--- src/rtl/mdu_pkg.sv ---
// Shared encodings and constants for the HI/LO multiply/divide unit.
package mdu_pkg;

  localparam logic [2:0] OP_MULT  = 3'b000;
  localparam logic [2:0] OP_MULTU = 3'b001;
  localparam logic [2:0] OP_DIV   = 3'b010;
  localparam logic [2:0] OP_DIVU  = 3'b011;
  localparam logic [2:0] OP_MTHI  = 3'b100;
  localparam logic [2:0] OP_MTLO  = 3'b101;

  localparam logic [1:0] IDLE = 2'd0;
  localparam logic [1:0] CALC = 2'd1;
  localparam logic [1:0] SIGN = 2'd2;
  localparam logic [1:0] DONE = 2'd3;

  localparam logic [31:0] DIV0_Q = 32'hFFFF_FFFF;
  localparam int          ITER   = 32;

endpackage

--- src/rtl/mdu_divstep.sv ---
// One restoring-division step: shift in a dividend bit, subtract the divisor if it fits.
module mdu_divstep #(
  parameter int WIDTH = 32
) (
  input  logic [WIDTH:0]   rem,
  input  logic             dbit,
  input  logic [WIDTH-1:0] divisor,
  output logic [WIDTH:0]   rem_nxt,
  output logic             qbit
);

  logic [WIDTH+1:0] trial;
  logic [WIDTH:0]   diff;

  always_comb begin
    trial   = {rem, dbit};
    qbit    = (trial >= {2'b00, divisor});
    // When the subtraction is taken the result is below the divisor, so the low bits suffice.
    diff    = trial[WIDTH:0] - {1'b0, divisor};
    rem_nxt = qbit ? diff : trial[WIDTH:0];
  end

endmodule

--- src/rtl/mdu_hilo.sv ---
// Iterative MULT/MULTU/DIV/DIVU unit with HI/LO registers and direct MTHI/MTLO writes.
module mdu_hilo
  import mdu_pkg::*;
#(
  parameter int WIDTH = 32,
  parameter int CNT_W = 5
) (
  input  logic             clk,
  input  logic             rst,
  input  logic             start,
  input  logic [2:0]       op,
  input  logic [WIDTH-1:0] a,
  input  logic [WIDTH-1:0] b,
  output logic             busy,
  output logic             done,
  output logic [WIDTH-1:0] hi,
  output logic [WIDTH-1:0] lo
);

  localparam logic [CNT_W-1:0] LAST = CNT_W'(ITER - 1);

  logic [1:0]         state;
  logic [CNT_W-1:0]   cnt;
  logic               is_mul;
  logic               neg_q;
  logic               neg_r;
  logic               div0;
  logic [WIDTH-1:0]   opa;
  logic [WIDTH-1:0]   opb;
  logic [2*WIDTH-1:0] acc;
  logic [WIDTH:0]     rem;

  logic               sa;
  logic               sb;
  logic [WIDTH:0]     sum;
  logic [WIDTH:0]     rem_nxt;
  logic               qbit;
  logic [2*WIDTH-1:0] prod_fix;
  logic [WIDTH-1:0]   quo_fix;
  logic [WIDTH-1:0]   rem_fix;

  function automatic logic [WIDTH-1:0] neg_if(input logic [WIDTH-1:0] v, input logic s);
    return s ? (~v + 1'b1) : v;
  endfunction

  function automatic logic [2*WIDTH-1:0] neg_if_w(input logic [2*WIDTH-1:0] v, input logic s);
    return s ? (~v + 1'b1) : v;
  endfunction

  mdu_divstep #(.WIDTH(WIDTH)) u_divstep (
    .rem     (rem),
    .dbit    (opa[WIDTH-1]),
    .divisor (opb),
    .rem_nxt (rem_nxt),
    .qbit    (qbit)
  );

  always_comb begin
    // Unsigned ops (op[0]=1) never see a sign; magnitude of 0x80000000 stays 0x80000000.
    sa       = ~op[0] & a[WIDTH-1];
    sb       = ~op[0] & b[WIDTH-1];
    sum      = {1'b0, acc[2*WIDTH-1:WIDTH]} + (opb[0] ? {1'b0, opa} : '0);
    prod_fix = neg_if_w(acc, neg_q);
    quo_fix  = div0 ? DIV0_Q : neg_if(acc[WIDTH-1:0], neg_q);
    rem_fix  = neg_if(rem[WIDTH-1:0], neg_r);
  end

  always_ff @(posedge clk or negedge rst) begin
    if (!rst) begin
      state  <= IDLE;
      cnt    <= '0;
      is_mul <= 1'b0;
      neg_q  <= 1'b0;
      neg_r  <= 1'b0;
      div0   <= 1'b0;
      opa    <= '0;
      opb    <= '0;
      acc    <= '0;
      rem    <= '0;
      hi     <= '0;
      lo     <= '0;
    end else begin
      case (state)
        IDLE: begin
          if (start) begin
            case (op)
              OP_MULT, OP_MULTU, OP_DIV, OP_DIVU: begin
                opa    <= neg_if(a, sa);
                opb    <= neg_if(b, sb);
                is_mul <= ~op[1];
                neg_q  <= sa ^ sb;
                neg_r  <= sa;
                div0   <= (b == '0);
                acc    <= '0;
                rem    <= '0;
                cnt    <= '0;
                state  <= CALC;
              end
              OP_MTHI: hi <= a;
              OP_MTLO: lo <= a;
              default: ;
            endcase
          end
        end
        CALC: begin
          if (is_mul) begin
            // Shift-add: add multiplicand into the upper half, then shift the whole product right.
            acc <= {sum, acc[WIDTH-1:1]};
            opb <= opb >> 1;
          end else begin
            acc <= {acc[2*WIDTH-2:0], qbit};
            rem <= rem_nxt;
            opa <= opa << 1;
          end
          cnt <= cnt + 1'b1;
          if (cnt == LAST) state <= SIGN;
        end
        SIGN: begin
          if (is_mul) begin
            hi <= prod_fix[2*WIDTH-1:WIDTH];
            lo <= prod_fix[WIDTH-1:0];
          end else begin
            hi <= rem_fix;
            lo <= quo_fix;
          end
          state <= DONE;
        end
        default: state <= IDLE;
      endcase
    end
  end

  assign busy = (state == CALC) || (state == SIGN);
  assign done = (state == DONE);

endmodule
--- config.mk ---
export PLATFORM = sky130hd
export DESIGN_NAME = mdu_hilo
export DESIGN_NICKNAME = d
export VERILOG_FILES = /design/src/rtl/mdu_pkg.sv /design/src/rtl/mdu_divstep.sv /design/src/rtl/mdu_hilo.sv
export SDC_FILE = /design/constraint.sdc
export NUM_CORES = 1
export LEC_CHECK = 0
export BUFFER_PORTS_ARGS = -buffer_cell sky130_fd_sc_hd__buf_2
export CAP_MARGIN = 20
export CORE_ASPECT_RATIO = 0.75
export CORE_MARGIN = 4
export CORE_UTILIZATION = 41
export CTS_BUF_LIST = sky130_fd_sc_hd__clkbuf_4 sky130_fd_sc_hd__clkbuf_8
export DETAILED_ROUTE_END_ITERATION = 10
export GPL_TIMING_DRIVEN = 0
export SLEW_MARGIN = 20
export SYNTH_ARGS = -nofsm -noshare
export SYNTH_HDL_FRONTEND = slang
export SYNTH_SLANG_ARGS = --single-unit
--- constraint.sdc ---
create_clock -name clk -period 3.7 [get_ports clk]
set_input_delay 0.74 -clock clk [delete_from_list [all_inputs] [get_ports clk]]
set_output_delay 0.74 -clock clk [all_outputs]
set_load 0.02 [all_outputs]
**Word-level counts from Yosys, hierarchy flattened**

Cells that the tools add are included.

- Flip-flop bits (word level): 236
- Input bits: 70

- $lt $le $gt $ge: 1
- Add/sub/neg operators: 8
- Reduce and logical (&&, ||, !) cells: 14
- Equality and inequality tests: 16
- Bitwise operators: 10
- Muxes and demuxes: 39

Operators with widths:

| operator | number |
|---|---|
| two-way mux 32 bit | 18 |
| two-way mux 64 bit | 4 |
| case mux 32 bit (2 select lines) | 4 |
| two-way mux 33 bit | 4 |
| adder 32 x 1 -> 32 bit (second input constant) | 4 |
| NOT 32 bit | 4 |
| case mux 64 bit (2 select lines) | 1 |
| case mux 33 bit (2 select lines) | 1 |
| adder 64 x 1 -> 64 bit (second input constant) | 1 |
| NOT 64 bit | 1 |
| >= comparator 34 x 32 -> 1 bit | 1 |
| adder 32 x 32 -> 33 bit | 1 |
| subtractor 33 x 32 -> 33 bit | 1 |
| zero test 32 bit | 1 |
| AND reduction 3 bit | 5 |
| two-way mux 5 bit | 2 |
| case mux 5 bit (2 select lines) | 1 |
| inequality test 2 bit (second input constant) | 4 |
| AND reduction 4 bit | 2 |
| equality test 3 x 2 -> 1 bit (second input constant) | 2 |
| equality test 3 bit (second input constant) | 2 |
| two-way mux 2 bit | 3 |
| inequality test 2 x 1 -> 1 bit (second input constant) | 3 |
| case mux 2 bit (3 select lines) | 1 |
| other kinds (13) | 17 |

**Logic depth before layout (Yosys ltp)**

Gate-level depths: netlist of run 1.

- Word-level depth: 6
- Mapped depth: 14
- Mapped depth without buffers: 13

**Hierarchy**

From an unflattened synthesis of run 1, not the netlist that was laid out.

- Cell total of the unflattened synthesis: 2,255
- Area total of the unflattened synthesis: 17,859.6 µm²

Modules (own cells, without submodules):

| module | cells an instance | area each (µm²) | times used |
|---|---|---|---|
| mdu_hilo | 1,909 | 15,668.8 | 1 |
| mdu_divstep | 346 | 2,190.9 | 1 |

**Worst setup path before layout of run 1**

Ideal clock, no wire load.

- Path kind: register -> register
- From: reg acc[8]
- To: reg hi[26]
- Data required time: 3.560 ns
- Setup slack: 0.218 ns
- Clock period less this slack: 3.482 ns
- Buffers on the path: 3
- Data arrival time: 3.341 ns
- Setup time: 0.140 ns
- Stages on the path, launching flop included: 13
- Cells stage by stage: dfrtp_1 buf_6 or4_4 or4_4 or4_1 buf_2 or3_1 clkbuf_2 or4_1 o21ai_1 o21ai_1 o211ai_1 o311ai_1

- Cells in the longest elaborated chain, start to end: 5

RTL lines:

| what | RTL line | RTL |
|---|---|---|
| start: declaration | mdu_hilo.sv:30 | `logic [2*WIDTH-1:0] acc;` |
| start signal: assignment | mdu_hilo.sv:108 | `acc <= {sum, acc[WIDTH-1:1]};` |
| start signal: assignment | mdu_hilo.sv:111 | `acc <= {acc[2*WIDTH-2:0], qbit};` |
| NOT 64 bit | mdu_hilo.sv:47 | `return s ? (~v + 1'b1) : v;` |
| adder 64 x 1 -> 64 bit | mdu_hilo.sv:47 |  |
| two-way mux 64 bit | mdu_hilo.sv:47 |  |
| two-way mux 32 bit | mdu_hilo.sv:119 | `if (is_mul) begin` |
| case mux 32 bit (2 select lines) | mdu_hilo.sv:83 | `case (state)` |
| end signal: assignment | mdu_hilo.sv:120 | `hi <= prod_fix[2*WIDTH-1:WIDTH];` |
| end signal: assignment | mdu_hilo.sv:123 | `hi <= rem_fix;` |
| end: declaration | mdu_hilo.sv:16 | `output logic [WIDTH-1:0] hi,` |

No other way between the ends.
A chain may end at the register's enable or synchronous reset.

**Worst setup path after layout of run 1**

- From: reg state[0]
- To: reg acc[42]

- Cells in the longest elaborated chain, start to end: 3
- Elaborated cells between the ends (all ways): 7
- Those cells by class: eq/ne (3); mux (1); reduce/logical (3)

RTL lines:

| what | RTL line | RTL |
|---|---|---|
| start: declaration | mdu_hilo.sv:22 | `logic [1:0] state;` |
| start signal: assignment | mdu_hilo.sv:70 | `state <= IDLE;` |
| start signal: assignment | mdu_hilo.sv:97 | `state <= CALC;` |
| start signal: assignment | mdu_hilo.sv:116 | `if (cnt == LAST) state <= SIGN;` |
| zero test 2 bit / equality test 2 x 1 -> 1 bit (equally long branches) | mdu_hilo.sv:83 |  |
| inequality test 2 x 1 -> 1 bit (no source line), or another cell as far along | n/a |  |
| AND reduction 3 bit (no source line) | n/a |  |

Several ways; a longest one is shown, not always the timed one.

==> results of run 1 <==
## per-stage QoR
step | worst slack (ps) | setup TNS, ps | cell area, um^2 | power, mW
floorplan | 218 | 0 | 18000 | 9.65
detailed placement | -819 | -25300 | 19400 | 13.1
CTS | 1.41 | 0 | 20400 | 15.8
finish | 42.6 | 0 | 20600 | 16.2
global route | -12.0 | -14.5 | 20600 | 17.1
global placement | -2570 | -620820 | 19300 | 12.9
## worst register-to-register path: stages, from the launching register on
cell      delay, ps
dfrtp_1         410
inv_1           110
ha_1            150
clkbuf_1        320
nand3_1         470
o21ai_2         380
clkbuf_1        710
nand2_1         600
o21ai_0         270
a21oi_1          70
## cell usage in the layout (no fill, tap or decap), drive strengths merged, types with 30 or more instances in the layout
cell and count:
o21ai 293, nand2 284, dfrtp 236, a21oi 188, clkbuf 187, buf 163
nor2 128, xnor2 103, xor2 83, inv 76, ha 75, o31ai 67
mux2i 51, o22ai 45, a21o 40, nand3 37, and2 36, or3 33
o41ai 30
## cells by family after synthesis
group | after synthesis
simple gates | 680
compound gates | 797
fa+ha+maj | 77
buf+inv | 223
mux | 52
flops | 236
xor+xnor | 186
## routing by layer
| metal | vias to the layer above | share of wire [%] | wire, um | GRT usage [%] |
|---|---|---|---|---|
| met2 | 971 | 39 | 29700 | 41.4 |
| met1 | 9319 | 47 | 35700 | 48.5 |
| met3 | 101 | 12 | 9030 | 9.12 |
| met4 | 0 | 2.2 | 1690 | 7.29 |
| met5 | - | 0 | 0 | 0 |
| li1 | 8523 | - | - | - |
## cell type report
type,instances,share of cell area [%]
Antenna cell,1,0.0122
Buffer,141,2.78
Clock buffer,65,4.07
Clock inverter,10,0.316
Inverter,74,1.35
Multi-Input combinational cell,1792,55.4
Sequential cell,236,28.7
Tap cell,578,3.51
Timing Repair Buffer,144,3.87
## flip-flops by register name (all words and copies together), names as in the netlist
name and count:
rem 33, acc 64, hi 32, lo 32
opa 32, cnt 5, state 2, opb 32
is_mul 1, neg_r 1, neg_q 1, div0 1
## what timing repair did
item	in CTS	in global routing
setup endpoints to repair	69	92
resized for setup	26	36
pin swaps	3	5
setup buffers	1	7
## worst paths after layout
check / depth (start not counted) / endpoint / start
worst max register to register: 9 / acc[42]$_DFFE_PN0P_ / state[0]$_DFFE_PN0P_
worst min register to register: 2 / hi[20]$_DFFE_PN0P_ / hi[20]$_DFFE_PN0P_
max in group asynchronous: 2 / opa[18]$_DFFE_PN0P_ / rst
min in group clk: 2 / is_mul$_DFFE_PN0P_ / op[1]
worst max-delay path: 9 / acc[42]$_DFFE_PN0P_ / state[0]$_DFFE_PN0P_
worst min-delay path: 1 / opb[22]$_DFFE_PN0P_ / rst
## power groups by stage
stage | clock [mW] | sequential (mW) | combinational, mW
after global routing | 2.88 | 4.27 | 9.95
final | 2.72 | 4.19 | 9.32
after floorplan | 0 | 4.30 | 5.36
after global placement | 0 | 4.15 | 8.79
after CTS | 2.73 | 4.15 | 8.96
after detailed placement | 0 | 4.19 | 8.88
==> results.toml, run 1 <==
[logic_synthesis]
yosys.area_share.simple_pct = 17.9
synthesis.area_mm2 = 0.0180
ys_types = 72
synth_top_area_share_pct = 32.9
synthAdderAreaFrac_pct = 5.45
synth_ff_type = "dfrtp_1"
synth_most_common_cell = "o21ai_0"
synth_top_area_cell = "dfrtp_1"
syn_inst = 2251
synth_top_family_by_area = "compound AO/OA/AOI/OAI gates"
ys_async_sr_fraction_pct = 100
syn_nets = 2398
yosys_warnings = 0
yosys.area_share.xor_xnor_pct = 9.07
synth_area_leaders = "dfrtp_1 (33%), o21ai_0 (8.0%), nand2_1 (5.9%), a21oi_1 (5.2%), ha_1 (5.2%)"
ys_ff_latch = 236
muxShareOfSynthArea_pct = 2.91
yosysSeqAreaShare_pct = 32.9
synth_edf_count = 0
synth_common_cells = "o21ai_0 (288), nand2_1 (284), dfrtp_1 (236), a21oi_1 (188), clkbuf_1 (130)"
avgSynthCellArea_um2 = 7.98
synth_compound_area_share_pct = 27.0

[timing]
max_freq_mhz = 273
tightest_slew_ps = 1150
drv_slew = 0
rsz0062_at_grt = "true"
fin_skew_ps = 28.8
min_period_ps = 3660
period_share_pct = 98.8
setup_violations = 0
slew_headroom_pct = 23.5
hold_violations = 0
hold-worst-slack_ps = 83.7

[clock_network]
cts.sinks = 236
clockBufferDepth = 3
cts_tree = "yes"
postCtsHoldBufs = 0
clock-root-buffer = "clkbuf_8"
cts_buffers = 44
cts_max_level = 2
clk_pin_slew_ps = 60
clk_latency_ps = 610

[global_route]
grt_overflow = 0
first_global_vias = 17547
grt_first_pass_wirelength_mm = 113
antenna_found_initial = 1
grt_max_degree = 93
track_usage_pct = 31.0

[power]
power_frac_comb_pct = 57.4
power.density_mw_per_mm2 = 789
p_leak_nw = 9.20
peakVddDrop_mv = 0.399
p_switching_mw = 8.62
p_sw_share_pct = 53.1
pwr-share-seq_pct = 25.8
internal_power_mw = 7.61
power_frac_clock_pct = 16.8

[layout]
fin_util_pct = 47.6
nNetsFinal = 2580
ff_latch_area_mm2 = 0.00591
drive_gt1_share_pct = 11.5
area_growth_pct = 14.6
fillers = 4426
multi_input_area_mm2 = 0.0114
finalNonFillerCells = 3041

[critical_path]
cp-start-kind = "flip-flop"
crit_slowest_cell = "clkbuf_1"
crit_buf_inv = 3
critical_path.most_common_cell = "clkbuf_1"
cp.required_ps = 4140
critPathCaptureType = "flip-flop"
crit_path_cell_trace = "inv_1, ha_1, clkbuf_1, nand3_1, o21ai_2, clkbuf_1, nand2_1, o21ai_0, a21oi_1"
worstPathArrival_ps = 4100
slowest_delay_ps = 710
path_class = "flip-flop to flip-flop"
r2r_slack_ps = 40
cp_top_family = "buffers and inverters"
crit_fanout = 10

[floorplan]
num_rows = 66
pin_count = 136
die_area_mm2 = 0.0472
dieWidth_um = 250
die_h_um = 189
start_util_pct = 41.5
core_mm2 = 0.0433

[hold_path]
hold_path_class = "primary input to asynchronous set/reset pin"

[drt]
wire_per_inst_um = 25.0
dr.pass1.iters = 6
drt-total-wl_mm = 76.1
drc = 0
antenna_left = 0
drtIter0Drc = 2364
dr_total_vias = 18914
via_per_inst = 6.22

[placed_design]
numPortBuffers = 134
hpwl_mm = 58.7
dpl.cell_count = 2965
place.gp.congestion = 1.01

[outcome]
status = "complete, no violations"

[run]
max_cap_violations = 0
Note: power is estimated with default switching activity, not from simulation.
==> run 2, diff against run 1 <==
--- a/config.mk
+++ b/config.mk
@@ -13,7 +13,9 @@
 export CTS_BUF_LIST = sky130_fd_sc_hd__clkbuf_4 sky130_fd_sc_hd__clkbuf_8
 export DETAILED_ROUTE_END_ITERATION = 10
 export GPL_TIMING_DRIVEN = 0
+export SETUP_SLACK_MARGIN = 0.1
 export SLEW_MARGIN = 20
 export SYNTH_ARGS = -nofsm -noshare
 export SYNTH_HDL_FRONTEND = slang
+export SYNTH_HIERARCHICAL = 1
 export SYNTH_SLANG_ARGS = --single-unit
==> run 2 against run 1 <==
Critical path depth increased by 1. Via count decreased by 0.60%. Worst hold slack lost 44 ps. Clock-buffer cell count rose by 4. Sequential share of layout area up 0.13 points. Final cell count up 0.26%. Critical path type unchanged. Critical endpoint is now hi[11]$_DFFE_PN0P_. Highest routed layer is now met5.
==> results.toml, run 2 <==
[timing]
drv_slew = 0
slew_headroom_pct = 28.7
period_share_pct = 95.9
hold_violations = 0
min_period_ps = 3550
max_freq_mhz = 282
tightest_slew_ps = 1070
fin_skew_ps = 34.3
rsz0062_at_grt = "false"
setup_violations = 0

[logic_synthesis]
synth_common_cells = "a21oi_1 (243), nand2_1 (241), dfrtp_1 (236), o21ai_0 (231), nor2_1 (196)"
ys_ff_latch = 236
avgSynthCellArea_um2 = 7.92
ys_types = 78
synth_top_area_cell = "dfrtp_1"
yosys_warnings = 6
syn_nets = 2401
ys_async_sr_fraction_pct = 100
synth_area_leaders = "dfrtp_1 (33%), a21oi_1 (6.8%), o21ai_0 (6.5%), ha_1 (5.2%), nand2_1 (5.1%)"
synth_most_common_cell = "a21oi_1"
yosysSeqAreaShare_pct = 33.1
syn_inst = 2255
synth_top_area_share_pct = 33.1
synth_edf_count = 0
synth_ff_type = "dfrtp_1"
synthesis.area_mm2 = 0.0179

[placed_design]
dpl.cell_count = 2960
place.gp.congestion = 1.04
hpwl_mm = 58.5
numPortBuffers = 134

[critical_path]
reg2reg_to = "hi[11]$_DFFE_PN0P_"
crit_path_cell_trace = "clkbuf_1, or4_1, or3_1, nor4_4, nand2_2, or3_4, nand2_1, xor2_1, a21oi_1, a211o_1"
path_class = "flip-flop to flip-flop"
cp_top_family = "simple AND/OR/NAND/NOR gates"
cp-start-kind = "flip-flop"
worstPathArrival_ps = 4080
crit_buf_inv = 1
cp.required_ps = 4230
r2r-start = "acc[15]$_DFFE_PN0P_"
r2r_slack_ps = 150
ff2ff_path_depth = 10
slowest_delay_ps = 480
crit_fanout = 8
crit_slowest_cell = "or4_1"
critPathCaptureType = "flip-flop"

[run]
max_cap_violations = 0

[hold_path]
hold_path_class = "primary input to asynchronous set/reset pin"

[drt]
dr_total_vias = 18801
dr.pass1.iters = 8
antenna_left = 0
wire_per_inst_um = 24.6
via_per_inst = 6.17
drc = 0
drtIter0Drc = 2200
drt-total-wl_mm = 75.1

[layout]
layout_commonest_cell = "a21oi_1"
largest_register_ffs = 64
drive_gt1_share_pct = 11.3
fillers = 4202
layout_common_cells = "a21oi_1 (242), nand2_1 (241), dfrtp_1 (235)"
nNetsFinal = 2589
ff_latch_area_mm2 = 0.00591
top_regs = "acc (64), rem (33)"
finalNonFillerCells = 3049
multi_input_area_mm2 = 0.0112
regMostFlops = "acc"
area_growth_pct = 14.7

[clock_network]
clock-root-buffer = "clkbuf_8"
clk_latency_ps = 650
clockBufferDepth = 3
clk_pin_slew_ps = 60
cts.sinks = 236
cts_tree = "yes"
cts_max_level = 2
cts_buffers = 44

[global_route]
antenna_found_initial = 2
grt_first_pass_wirelength_mm = 112
grt_max_degree = 92
first_global_vias = 17227
track_usage_pct = 30.8
grt_overflow = 0

[floorplan]
dieWidth_um = 249
die_area_mm2 = 0.0470
die_h_um = 189
core_mm2 = 0.0425
num_rows = 65
pin_count = 136
start_util_pct = 42.0

[outcome]
status = "complete, no violations"

[power]
peakVddDrop_mv = 0.395
p_leak_nw = 8.92
power_mw = 18.0
power.density_mw_per_mm2 = 879
## run 2: cell count changes after synthesis, moves of 19 or more
cell / previous run / this run
a21o_1: 40 / 19
a21oi_1: 188 / 243
a22o_1: 1 / 31
a22oi_1: 4 / 32
mux2i_1: 51 / 13
nand2_1: 284 / 241
nor2_1: 128 / 196
o21ai_0: 288 / 231
o31ai_1: 67 / 48
## run 2: what timing repair did
item / 4_1_cts / 5_1_grt
resized for setup: 7 / 21
hold endpoints to repair: 0 / 0
setup endpoints to repair: 59 / 70
hold buffers: 0 / 0
pin swaps: 1 / 6
buffers inserted: 1 / 6
## run 2: final cells by class
class	instances	share of cell area, %
Antenna cell	2	0.0244
Timing Repair Buffer	144	3.88
Inverter	72	1.32
Multi-Input combinational cell	1798	54.7
Buffer	147	2.77
Tap cell	569	3.48
Sequential cell	236	28.8
Clock inverter	12	0.721
Clock buffer	69	4.27
## run 2: kinds of logic (layout without fill, tap and decap cells)
logic type / Yosys count / after routing / share of synthesized area [%]
flops: 236 / 236 / 33.1
fa+ha+maj: 76 / 76 / 5.41
xor+xnor: 194 / 194 / 9.51
compound gates: 795 / 795 / 27.3
buf+inv: 221 / 444 / 4.69
mux: 15 / 15 / 0.855
simple gates: 718 / 718 / 19.1
other cells: 0 / 2 / 0
## run 2: worst max path at each step
| stage | from | end | slack, ps | cells after the start |
|---|---|---|---|---|
| 5_1_grt | opb[0]$_DFFE_PN0P_ | acc[55]$_DFFE_PN0P_ | 50 | 15 |
| 4_1_cts | acc[15]$_DFFE_PN0P_ | hi[2]$_DFFE_PN0P_ | 5 | 10 |
| 3_3_place_gp | rst | opb[12]$_DFFE_PN0P_ | -2610 | 1 |
| 3_5_place_dp | opb[0]$_DFFE_PN0P_ | acc[63]$_DFFE_PN0P_ | -380 | 14 |
| 6_report | acc[15]$_DFFE_PN0P_ | hi[11]$_DFFE_PN0P_ | 150 | 10 |
| 2_1_floorplan | opb[0]$_DFFE_PN0P_ | acc[63]$_DFFE_PN0P_ | 610 | 14 |
## run 2: per-layer routing
layer  up-vias  GRT usage (%)  wire length (um)
met5         -              0                21
met4         4           7.85              1810
met3       128           11.2             10500
met2      1130           40.4             28200
met1      9018           47.1             34600
li1       8521              -                 -
## run 2: where the power goes
| group | total [mW] | internal (mW) | switching [mW] |
|---|---|---|---|
| Clock | 3.05 | 1.72 | 1.33 |
| Sequential | 4.76 | 3.60 | 1.15 |
| Combinational | 10.2 | 3.21 | 6.99 |
| Total | 18.0 | 8.54 | 9.47 |
## run 2: worst reg2reg max path, cell delays in order, from the launching register on
cell and delay, ps:
dfrtp_1 360, clkbuf_1 210, or4_1 480, or3_1 460, nor4_4 390, nand2_2 160, or3_4 410, nand2_1 90
xor2_1 350, a21oi_1 190, a211o_1 330
## run 2: stage by stage
step / setup WS (ps) / cell area (um^2) / util (%) / setup TNS (ps) / hold WS, ps
CTS: 5.06 / 20400 / 47.9 / 0 / 46.8
floorplan: 607 / 17900 / - / 0 / 443
global placement: -2610 / 19200 / 45.2 / -611200 / 460
finish: 151 / 20500 / 48.2 / 0 / 39.9
global route: 54.5 / 20500 / 48.2 / 0 / 82.7
detailed placement: -382 / 19300 / 45.4 / -3040 / 466
